--- config.mk ---
export PLATFORM = sky130hd
export DESIGN_NAME = tick_gen_multi_flat
export DESIGN_NICKNAME = d
export VERILOG_FILES = /design/src/rtl/tick_gen_multi_if.sv /design/src/rtl/tick_gen_multi.sv /design/src/flat_wrapper.sv
export SDC_FILE = /design/constraint.sdc
export NUM_CORES = 1
export LEC_CHECK = 0
export CAP_MARGIN = 10
export CORE_ASPECT_RATIO = 0.6
export CORE_MARGIN = 1.5
export CORE_UTILIZATION = 40
export DETAILED_ROUTE_END_ITERATION = 6
export PLACE_DENSITY = 0.58
export SLEW_MARGIN = 30
export SYNTH_ARGS = -nofsm -noshare
export SYNTH_HDL_FRONTEND = slang
export SYNTH_SLANG_ARGS = --single-unit
--- constraint.sdc ---
create_clock -name clk -period 3.5 [get_ports clk]
set_input_delay 0.7 -clock clk [delete_from_list [all_inputs] [get_ports clk]]
set_output_delay 0.7 -clock clk [all_outputs]
set_load 0.01 [all_outputs]
--- src/rtl/tick_gen_multi_if.sv ---
// Control/status bundle for tick_gen_multi: per-channel enable/mode/restart,
// period write port, and the registered tick/busy/done outputs.
interface tick_gen_multi_if #(
  parameter int NUM_CH = 4,
  parameter int CNT_W  = 32
);
  localparam int CH_W = (NUM_CH > 1) ? $clog2(NUM_CH) : 1;

  logic [NUM_CH-1:0] en;
  logic [NUM_CH-1:0] mode;
  logic [NUM_CH-1:0] restart;
  logic              period_we;
  logic [CH_W-1:0]   period_ch;
  logic [CNT_W-1:0]  period_wdata;
  logic [NUM_CH-1:0] tick;
  logic [NUM_CH-1:0] busy;
  logic [NUM_CH-1:0] done;

  modport master (
    output en, mode, restart, period_we, period_ch, period_wdata,
    input  tick, busy, done
  );

  modport slave (
    input  en, mode, restart, period_we, period_ch, period_wdata,
    output tick, busy, done
  );
endinterface

--- src/rtl/tick_gen_multi.sv ---
// Multi-channel programmable tick generator: per-channel IDLE/RUN/DONE FSM with
// periodic or one-shot mode, restart, and period updates applied at wrap/restart.
module tick_gen_multi #(
  parameter int NUM_CH         = 4,
  parameter int CNT_W          = 32,
  parameter int DEFAULT_PERIOD = 10_000_000
) (
  input logic             clk,
  input logic             reset,
  tick_gen_multi_if.slave bus
);
  localparam int CH_W = (NUM_CH > 1) ? $clog2(NUM_CH) : 1;
  localparam logic [CNT_W-1:0] DEF_P = CNT_W'(DEFAULT_PERIOD);

  typedef enum logic [1:0] {
    S_IDLE = 2'd0,
    S_RUN  = 2'd1,
    S_DONE = 2'd2
  } state_t;

  state_t            r_state   [NUM_CH];
  state_t            w_state_n [NUM_CH];
  logic [CNT_W-1:0]  r_cnt     [NUM_CH];
  logic [CNT_W-1:0]  w_cnt_n   [NUM_CH];
  logic [CNT_W-1:0]  r_act     [NUM_CH];
  logic [CNT_W-1:0]  w_act_n   [NUM_CH];
  logic [CNT_W-1:0]  r_pend    [NUM_CH];
  logic [CNT_W-1:0]  w_pend_n  [NUM_CH];
  logic [NUM_CH-1:0] r_mode;
  logic [NUM_CH-1:0] w_mode_n;
  logic [NUM_CH-1:0] w_tick_n;
  logic [NUM_CH-1:0] r_tick;
  logic [NUM_CH-1:0] r_busy;
  logic [NUM_CH-1:0] r_done;

  // Next-state, counter and period selection for every channel.
  always_comb begin
    for (int ch = 0; ch < NUM_CH; ch++) begin
      // A write landing this cycle is visible to any same-cycle load (write-through).
      if (bus.period_we && (bus.period_ch == CH_W'(ch))) begin
        w_pend_n[ch] = bus.period_wdata;
      end else begin
        w_pend_n[ch] = r_pend[ch];
      end
      w_state_n[ch] = r_state[ch];
      w_cnt_n[ch]   = r_cnt[ch];
      w_act_n[ch]   = r_act[ch];
      w_mode_n[ch]  = r_mode[ch];
      w_tick_n[ch]  = 1'b0;

      case (r_state[ch])
        S_IDLE: begin
          w_cnt_n[ch] = {CNT_W{1'b0}};
          w_act_n[ch] = w_pend_n[ch];
          if (bus.en[ch]) begin
            w_state_n[ch] = S_RUN;
            w_mode_n[ch]  = bus.mode[ch];
          end else begin
            w_state_n[ch] = S_IDLE;
          end
        end
        S_RUN: begin
          if (!bus.en[ch]) begin
            w_state_n[ch] = S_IDLE;
            w_cnt_n[ch]   = {CNT_W{1'b0}};
          end else if (bus.restart[ch]) begin
            w_cnt_n[ch]  = {CNT_W{1'b0}};
            w_act_n[ch]  = w_pend_n[ch];
            w_mode_n[ch] = bus.mode[ch];
          end else if (r_act[ch] == {CNT_W{1'b0}}) begin
            w_cnt_n[ch] = {CNT_W{1'b0}};
          end else if (r_cnt[ch] == (r_act[ch] - CNT_W'(1))) begin
            w_cnt_n[ch]  = {CNT_W{1'b0}};
            w_tick_n[ch] = 1'b1;
            w_act_n[ch]  = w_pend_n[ch];
            if (r_mode[ch]) begin
              w_state_n[ch] = S_DONE;
            end else begin
              w_state_n[ch] = S_RUN;
            end
          end else begin
            w_cnt_n[ch] = r_cnt[ch] + CNT_W'(1);
          end
        end
        S_DONE: begin
          w_cnt_n[ch] = {CNT_W{1'b0}};
          if (!bus.en[ch]) begin
            w_state_n[ch] = S_IDLE;
          end else if (bus.restart[ch]) begin
            w_state_n[ch] = S_RUN;
            w_act_n[ch]   = w_pend_n[ch];
            w_mode_n[ch]  = bus.mode[ch];
          end else begin
            w_state_n[ch] = S_DONE;
          end
        end
        default: begin
          w_state_n[ch] = S_IDLE;
          w_cnt_n[ch]   = {CNT_W{1'b0}};
        end
      endcase
    end
  end

  // State, counters, periods and registered status outputs.
  always_ff @(posedge clk) begin
    if (reset) begin
      for (int ch = 0; ch < NUM_CH; ch++) begin
        r_state[ch] <= S_IDLE;
        r_cnt[ch]   <= {CNT_W{1'b0}};
        r_act[ch]   <= DEF_P;
        r_pend[ch]  <= DEF_P;
      end
      r_mode <= {NUM_CH{1'b0}};
      r_tick <= {NUM_CH{1'b0}};
      r_busy <= {NUM_CH{1'b0}};
      r_done <= {NUM_CH{1'b0}};
    end else begin
      for (int ch = 0; ch < NUM_CH; ch++) begin
        r_state[ch] <= w_state_n[ch];
        r_cnt[ch]   <= w_cnt_n[ch];
        r_act[ch]   <= w_act_n[ch];
        r_pend[ch]  <= w_pend_n[ch];
        r_busy[ch]  <= (w_state_n[ch] == S_RUN);
        r_done[ch]  <= (w_state_n[ch] == S_DONE);
      end
      r_mode <= w_mode_n;
      r_tick <= w_tick_n;
    end
  end

  assign bus.tick = r_tick;
  assign bus.busy = r_busy;
  assign bus.done = r_done;
endmodule

--- src/flat_wrapper.sv ---
// flat-port wrapper written by rule: the top's interface ports become plain ports
module tick_gen_multi_flat 
#(
  parameter int NUM_CH         = 4,
  parameter int CNT_W          = 32,
  parameter int DEFAULT_PERIOD = 10_000_000
)
  (clk, reset, bus_en, bus_mode, bus_restart, bus_period_we, bus_period_ch, bus_period_wdata, bus_tick, bus_busy, bus_done);
  tick_gen_multi_if #(.NUM_CH(NUM_CH), .CNT_W(CNT_W)) bus_i ();
  input logic clk;
  input logic reset;
  input wire logic [$bits(bus_i.en)-1:0] bus_en;
  input wire logic [$bits(bus_i.mode)-1:0] bus_mode;
  input wire logic [$bits(bus_i.restart)-1:0] bus_restart;
  input wire logic [$bits(bus_i.period_we)-1:0] bus_period_we;
  input wire logic [$bits(bus_i.period_ch)-1:0] bus_period_ch;
  input wire logic [$bits(bus_i.period_wdata)-1:0] bus_period_wdata;
  output wire logic [$bits(bus_i.tick)-1:0] bus_tick;
  output wire logic [$bits(bus_i.busy)-1:0] bus_busy;
  output wire logic [$bits(bus_i.done)-1:0] bus_done;
  assign bus_i.en = bus_en;
  assign bus_i.mode = bus_mode;
  assign bus_i.restart = bus_restart;
  assign bus_i.period_we = bus_period_we;
  assign bus_i.period_ch = bus_period_ch;
  assign bus_i.period_wdata = bus_period_wdata;
  assign bus_tick = bus_i.tick;
  assign bus_busy = bus_i.busy;
  assign bus_done = bus_i.done;
  tick_gen_multi #(.NUM_CH(NUM_CH), .CNT_W(CNT_W), .DEFAULT_PERIOD(DEFAULT_PERIOD)) u_core (.clk(clk), .reset(reset), .bus(bus_i));
endmodule
==> results of run 1 <==
[logic make-up after synthesis]
kind of cell    after synthesis  synth area share (%)
flops                       408                  38.2
compound gates              385                  12.5
xor+xnor                    259                  10.6
simple gates               1163                  27.5
fa+ha+maj                    29                  1.69
buf+inv                     224                  4.48
mux                          86                  4.98
[routing by layer]
layer	vias to the layer above	routed length, um	global-route usage [%]
met1	9302	32500	34.5
li1	9251	-	-
met4	0	1110	5.09
met5	-	0	0
met2	518	25600	31.7
met3	75	4070	3.57
[placed cells by master (no fill, tap or decap), types with 25 or more instances in the layout]
master | synthesis | layout
mux2_4 | 30 | 62
clkdlybuf4s50_1 | 0 | 59
nand3b_1 | 25 | 25
nor2_1 | 255 | 235
buf_4 | 3 | 182
nor4_1 | 56 | 46
a21oi_1 | 126 | 126
nand3_1 | 87 | 85
nand4_1 | 56 | 56
inv_1 | 83 | 78
ha_1 | 28 | 25
or2_2 | 29 | 28
nor3_1 | 64 | 60
xnor2_1 | 127 | 124
nor2b_1 | 46 | 45
nand2_1 | 351 | 351
xor2_1 | 132 | 132
or3_1 | 28 | 25
o21ai_0 | 39 | 35
a22o_1 | 45 | 45
dfxtp_1 | 408 | 402
clkbuf_16 | 0 | 44
and3_1 | 29 | 28
[power breakdown]
group / switching, mW / leakage (nW) / internal, mW
combinational: 0.701 / 5.75 / 0.569
clock: 1.98 / 0.715 / 2.85
sequential: 0.0987 / 3.31 / 4.77
[flip-flops by register name (all words and copies together) (netlist names)]
signal           cells
u_core.r_pend      128
u_core.r_state       8
u_core.bus.done      4
u_core.bus.tick      4
u_core.bus.busy      4
u_core.r_cnt       128
u_core.r_act       128
u_core.r_mode        4
[area by class of cell]
| cell class | instances | area share (%) |
|---|---|---|
| Inverter | 83 | 1.18 |
| Clock inverter | 23 | 1.39 |
| Timing Repair Buffer | 270 | 9.55 |
| Tap cell | 703 | 3.35 |
| Multi-Input combinational cell | 1922 | 49.3 |
| Sequential cell | 408 | 31.1 |
| Clock buffer | 50 | 4.18 |
[worst register-to-register path: stages, from the launching register on]
cell      delay, ps
dfxtp_2         320
inv_2            70
ha_4            130
or3b_4          380
or4_4           550
or3_4           390
xnor2_2         150
or4_4           420
a2111o_1        380
nor3_4          190
o21ai_4         130
buf_12          190
mux2_4          310
[metrics by stage]
step / instance area (um2) / utilization [%] / TNS, ps / setup WS, ps
finish: 26300 / 50.0 / -10250 / -244
floorplan: 21400 / - / -1250 / -43.6
global route: 26300 / 50.0 / -20800 / -332
CTS: 25700 / 48.9 / -12270 / -221
global placement: 23800 / 45.2 / -10760 / -211
detailed placement: 23800 / 45.2 / -15590 / -253
[how the worst max path moves through the flow]
stage                                          from                                to  slack (ps)  cells after the start
floorplan           u_core.r_act[1][9]$_SDFFE_PP1P_   u_core.r_act[1][0]$_SDFFE_PP0P_         -40                     11
global placement    u_core.r_act[1][1]$_SDFFE_PP0P_   u_core.r_act[1][1]$_SDFFE_PP0P_        -210                     12
detailed placement  u_core.r_act[1][0]$_SDFFE_PP0P_   u_core.r_act[1][0]$_SDFFE_PP0P_        -250                     12
CTS                 u_core.r_act[1][1]$_SDFFE_PP0P_   u_core.r_act[1][1]$_SDFFE_PP0P_        -220                     12
global route        u_core.r_act[1][0]$_SDFFE_PP0P_  u_core.r_act[1][15]$_SDFFE_PP1P_        -330                     12
finish              u_core.r_act[1][1]$_SDFFE_PP0P_  u_core.r_act[1][11]$_SDFFE_PP0P_        -240                     12
[what timing repair did]
action	CTS	global route
setup endpoints to repair	142	238
gates cloned	4	6
buffers inserted	7	10
pin swaps	12	46
resized for setup	61	96
==> results.sh, run 1 <==
export IMPL_status="complete, but fails checks"
export IMPL_violations="setup timing"
export IMPL_rsz0062_at_grt="true"
export IMPL_layout_cells_non_filler=3459
export IMPL_avgViaCountPerCell=5.54
export IMPL_setup_worst_path_start_class="flip-flop"
export IMPL_grt_ovfl_total=0
export IMPL_ant_nets=0
export IMPL_synth_fp_nets=2631
export IMPL_slowest_delay_ps=550
export IMPL_fin_crit_sh_pct=107
export IMPL_grt_pass1_vias=17900
export IMPL_synth_seq_cells=408
export IMPL_seqCellArea_um2=8180
export IMPL_ctsHoldBuffers=0
export IMPL_syn_avg_cell_area_um2=8.36
export IMPL_grt_max_degree=77
export IMPL_drc=0
export IMPL_design_portCount=61
export IMPL_powerDensity_nw_per_um2=417
export IMPL_r2r_slack_ps=-240
export IMPL_fin_skew_ps=26.3
export IMPL_routed_wl_mm=63.3
export IMPL_port_buffers=60
export IMPL_netlist_area_um2=21400
export IMPL_yosys_top_cells_count="dfxtp_1, nand2_1, nor2_1"
export IMPL_place_inst=3360
export IMPL_fmax_mhz=267
export IMPL_die_width_um=301
export IMPL_final_nets=2802
export IMPL_multi_input_area_um2=13000
export IMPL_cp_slowest_cell="or4_4"
export IMPL_fp_coreArea_um2=52600
export IMPL_r2r_start="u_core.r_act[1][1]$_SDFFE_PP0P_"
export IMPL_worst_slew_margin_rel_pct=38.2
export IMPL_cts_root_buf="clkbuf_16"
export IMPL_ys_seq_area_share_pct=38.2
export IMPL_num_vias=19100
export IMPL_finalPower_mw=11.0
export IMPL_clkSlewWorstSetupHoldPaths_ps=60
export IMPL_slew_violations=0
export IMPL_synth_top_area_cell="dfxtp_1"
export IMPL_synth_edf_count=0
export IMPL_first_pass_iters=5
export IMPL_fin_crit_ps=3740
export IMPL_r2r_end="u_core.r_act[1][11]$_SDFFE_PP0P_"
export IMPL_critPathMaxFanout=13
export IMPL_yosysTopAreaCellShare_pct=38.2
export IMPL_die_area_um2=54800
export IMPL_synth_warnings=0
export IMPL_reg2reg_depth=12
export IMPL_dp_hpwl_mm=45.4
export IMPL_grt_usage_pct=22.3
export IMPL_cts_tree="built"
export IMPL_area_growth_pct=23.1
export IMPL_hold_path_startpoint="u_core.r_pend[0][27]$_SDFF_PP0_"
export IMPL_p_leak_nw=9.78
export IMPL_arrival_ps=4190
export IMPL_post_drt_wl_per_cell_um=18.3
export IMPL_yosysMostFrequentCell="dfxtp_1"
export IMPL_grt_pass1_wl_mm=98.0
export IMPL_timing_final_ws_setup_ps=-244
export IMPL_crit_path_cell_trace="inv_2, ha_4, or3b_4, or4_4, or3_4, xnor2_2, or4_4, a2111o_1, nor3_4, o21ai_4, buf_12, mux2_4"
export IMPL_gp_congestion=0.924
export IMPL_antenna_found_initial=0
export IMPL_path_buf_inv=2
export IMPL_cts_buffer_depth=3
export IMPL_drt_iter0_markers=1617
export IMPL_hold_path_class="flip-flop to flip-flop"
export IMPL_synth_main_ff_cell="dfxtp_1"
export IMPL_min_delay_path_depth=2
export IMPL_initial_core_util_pct=40.6
export IMPL_critPathKind="flip-flop to flip-flop"
export IMPL_cp_common_cell="or4_4"
export IMPL_synth_cell_type_count=93
export IMPL_drive_above_1_share_pct=18.5
export IMPL_irDropWorstVdd_uv=347
export IMPL_syn_inst=2554
export IMPL_crit_path_end_kind="flip-flop"
export IMPL_worst_pin_slew_ps=914
export IMPL_rows=65
export IMPL_cts_buffers=40
export IMPL_fin_hold_ws_ps=465
export IMPL_antennaDiodeCount=0
export IMPL_clock_latency_ps=580
export IMPL_clock_sinks=408
export IMPL_ys_async_sr_fraction_pct=0
export IMPL_fillCellCount=4937
export IMPL_crit_family="simple AND/OR/NAND/NOR gates"
export IMPL_htree_num_levels=2
export IMPL_final_hold_viol_count=0
export IMPL_fp_dieH_um=182
export IMPL_cp_required_ps=3950
export IMPL_maxCapViolations=0
export IMPL_setup_viol=81
export IMPL_synth_area_leaders="dfxtp_1, nand2_1, xor2_1"
export IMPL_hold_end="u_core.r_pend[0][27]$_SDFF_PP0_"
Note: power is estimated with default switching activity, not from simulation.
==> run 2, diff against run 1 <==
Settings changed: CORE_ASPECT_RATIO 0.6 to 2, CORE_MARGIN 1.5 to default.
Clock period 3.5 ns to 3.1 ns, I/O delays scaled along.
==> results.sh, run 2 (synthesis results as in run 1) <==
export IMPL_post_drt_wl_per_cell_um=21.8
export IMPL_crit_path_end_kind="flip-flop"
export IMPL_cts_tree="built"
export IMPL_reg2reg_depth=12
export IMPL_grtUsageMet2_pct=53.0
export IMPL_postPlaceCellArea_um2=25200
export IMPL_clkSlewWorstSetupHoldPaths_ps=60
export IMPL_final_nets=3004
export IMPL_grt_max_degree=74
export IMPL_irDropWorstVdd_uv=413
export IMPL_dp_hpwl_mm=56.0
export IMPL_clock_sinks=408
export IMPL_cts_buffer_depth=3
export IMPL_p_leak_nw=11.0
export IMPL_fillCellCount=4804
export IMPL_die_area_um2=54400
export IMPL_antennaDiodeCount=0
export IMPL_grt_pass1_vias=20500
export IMPL_htree_num_levels=2
export IMPL_grt_pass1_wl_mm=114
export IMPL_rsz0062_at_grt="true"
export IMPL_cts_root_buf="clkbuf_16"
export IMPL_slew_violations=0
export IMPL_fp_dieH_um=329
export IMPL_setup_viol=267
export IMPL_drt_iter0_markers=876
export IMPL_fin_crit_sh_pct=117
export IMPL_cp_required_ps=3550
export IMPL_fp_coreArea_um2=52700
export IMPL_maxCapViolations=0
export IMPL_reg_top3="u_core.r_act: 128 flops, u_core.r_cnt: 128 flops, u_core.r_pend: 128 flops"
export IMPL_rows=119
export IMPL_ctsHoldBuffers=0
export IMPL_cts_buffers=40
export IMPL_final_common_cell="dfxtp_1"
export IMPL_initial_core_util_pct=40.5
export IMPL_grt_ovfl_total=0
export IMPL_fin_crit_ps=3640
export IMPL_arrival_ps=4080
export IMPL_die_width_um=165
export IMPL_first_pass_iters=6
export IMPL_fmax_mhz=275
export IMPL_antenna_found_initial=2
export IMPL_routed_wl_mm=78.9
export IMPL_crit_end="u_core.r_act[1][24]$_SDFFE_PP0P_"
export IMPL_r2r_start="u_core.r_act[1][1]$_SDFFE_PP0P_"
export IMPL_gp_congestion=0.986
export IMPL_cp_startpoint="u_core.r_act[1][1]$_SDFFE_PP0P_"
export IMPL_avgViaCountPerCell=5.62
export IMPL_timing_final_ws_setup_ps=-536
export IMPL_hold_path_class="flip-flop to flip-flop"
export IMPL_num_vias=20400
export IMPL_grtUsageMet3_pct=3.47
export IMPL_grt_usage_pct=28.1
export IMPL_final_hold_viol_count=0
export IMPL_area_growth_pct=36.5
export IMPL_worst_pin_slew_ps=1000
export IMPL_final_cell_mix="dfxtp_1, nand2_1, buf_4"
export IMPL_worst_slew_margin_rel_pct=32.8
export IMPL_design_area_um2=29200
export IMPL_ant_nets=0
export IMPL_r2r_end="u_core.r_act[1][24]$_SDFFE_PP0P_"
export IMPL_status="complete, but fails checks"
export IMPL_fin_skew_ps=16.7
export IMPL_drive_above_1_share_pct=29.1
export IMPL_clock_latency_ps=570
export IMPL_top_usage_layer="met2"
export IMPL_setup_worst_path_start_class="flip-flop"
export IMPL_drc=0
export IMPL_critPathKind="flip-flop to flip-flop"
export IMPL_place_ws_ps=-655
export IMPL_port_buffers=60
export IMPL_r2r_slack_ps=-540
export IMPL_violations="setup timing"
export IMPL_design_portCount=61
export IMPL_met1_usage_pct=24.8
export IMPL_setup_tns_ps=-65860
export IMPL_critPathMaxFanout=24
export IMPL_powerDensity_nw_per_um2=430
-- run 2: cell count changes in the layout (fill, tap and decap cells not counted), moves of 7 or more --
cell	previous run	this run
buf_12	14	22
nor2_2	5	21
dfxtp_1	402	393
nor2_4	15	70
a22oi_1	16	2
a22oi_2	1	15
nor4_1	46	37
buf_6	8	27
nor2_1	235	164
nor4_4	4	14
buf_4	182	343
nand3_4	1	8
dfxtp_2	6	13
-- run 2: layout make-up --
type / count / area, um2 / share of cell area [%]
multi-input cells: 1925 / 14100 / 48.4
flip-flops and latches: 408 / 8190 / 28.1
repair buffers: 469 / 4340 / 14.9
clock buffers: 54 / 1150 / 3.96
well taps: 665 / 832 / 2.85
inverters: 83 / 312 / 1.07
clock inverters: 17 / 226 / 0.777
-- run 2: layer usage --
metal	wire, um	part of all wire (%)
met1	24700	31
met2	42400	54
met3	2740	3.5
met4	8980	11
met5	26	0.033
-- run 2: how the worst min path moves through the flow --
stage,startpoint,to,slack (ps),cells after the start
after floorplan,u_core.r_pend[2][10]$_SDFF_PP1_,u_core.r_pend[2][10]$_SDFF_PP1_,430,2
after global placement,u_core.r_pend[2][8]$_SDFF_PP0_,u_core.r_pend[2][8]$_SDFF_PP0_,450,2
after detailed placement,u_core.r_pend[2][24]$_SDFF_PP0_,u_core.r_pend[2][24]$_SDFF_PP0_,450,2
after CTS,u_core.r_pend[2][24]$_SDFF_PP0_,u_core.r_pend[2][24]$_SDFF_PP0_,460,2
after global routing,u_core.r_pend[2][1]$_SDFF_PP0_,u_core.r_pend[2][1]$_SDFF_PP0_,480,2
final,u_core.r_pend[2][24]$_SDFF_PP0_,u_core.r_pend[2][24]$_SDFF_PP0_,460,2
-- run 2: what timing repair did --
action,4_1_cts,5_1_grt
setup endpoints to repair,272,272
setup buffers,36,18
resized for setup,164,237
cloned,12,11
pin swaps,97,132
-- run 2: critical path: stages (launching register included) --
cell      delay, ps
dfxtp_2         320
inv_2            70
ha_4            130
or3b_4          380
or4_4           540
or3_4           390
xnor2_2         140
or4_1           410
a2111o_1        350
nor3_4          170
o21ai_4         100
buf_12          190
mux2_4          310
-- run 2: report_power, final --
| group | internal [mW] | switching [mW] | leakage [nW] |
|---|---|---|---|
| Combinational | 0.825 | 0.988 | 7.01 |
| Clock | 3.04 | 2.22 | 0.680 |
| Sequential | 5.38 | 0.0940 | 3.32 |
-- run 2: metrics by stage --
stage | utilization, % | instances | hold WS, ps | total power, mW
4_1_cts | 53.1 | 3601 | 463 | 12.6
5_1_grt | 55.3 | 3621 | 483 | 12.9
3_3_place_gp | 47.9 | 3487 | 447 | 7.08
6_report | 55.3 | 3621 | 462 | 12.6
2_1_floorplan | - | 2554 | 433 | 6.39
3_5_place_dp | 47.9 | 3487 | 455 | 7.11
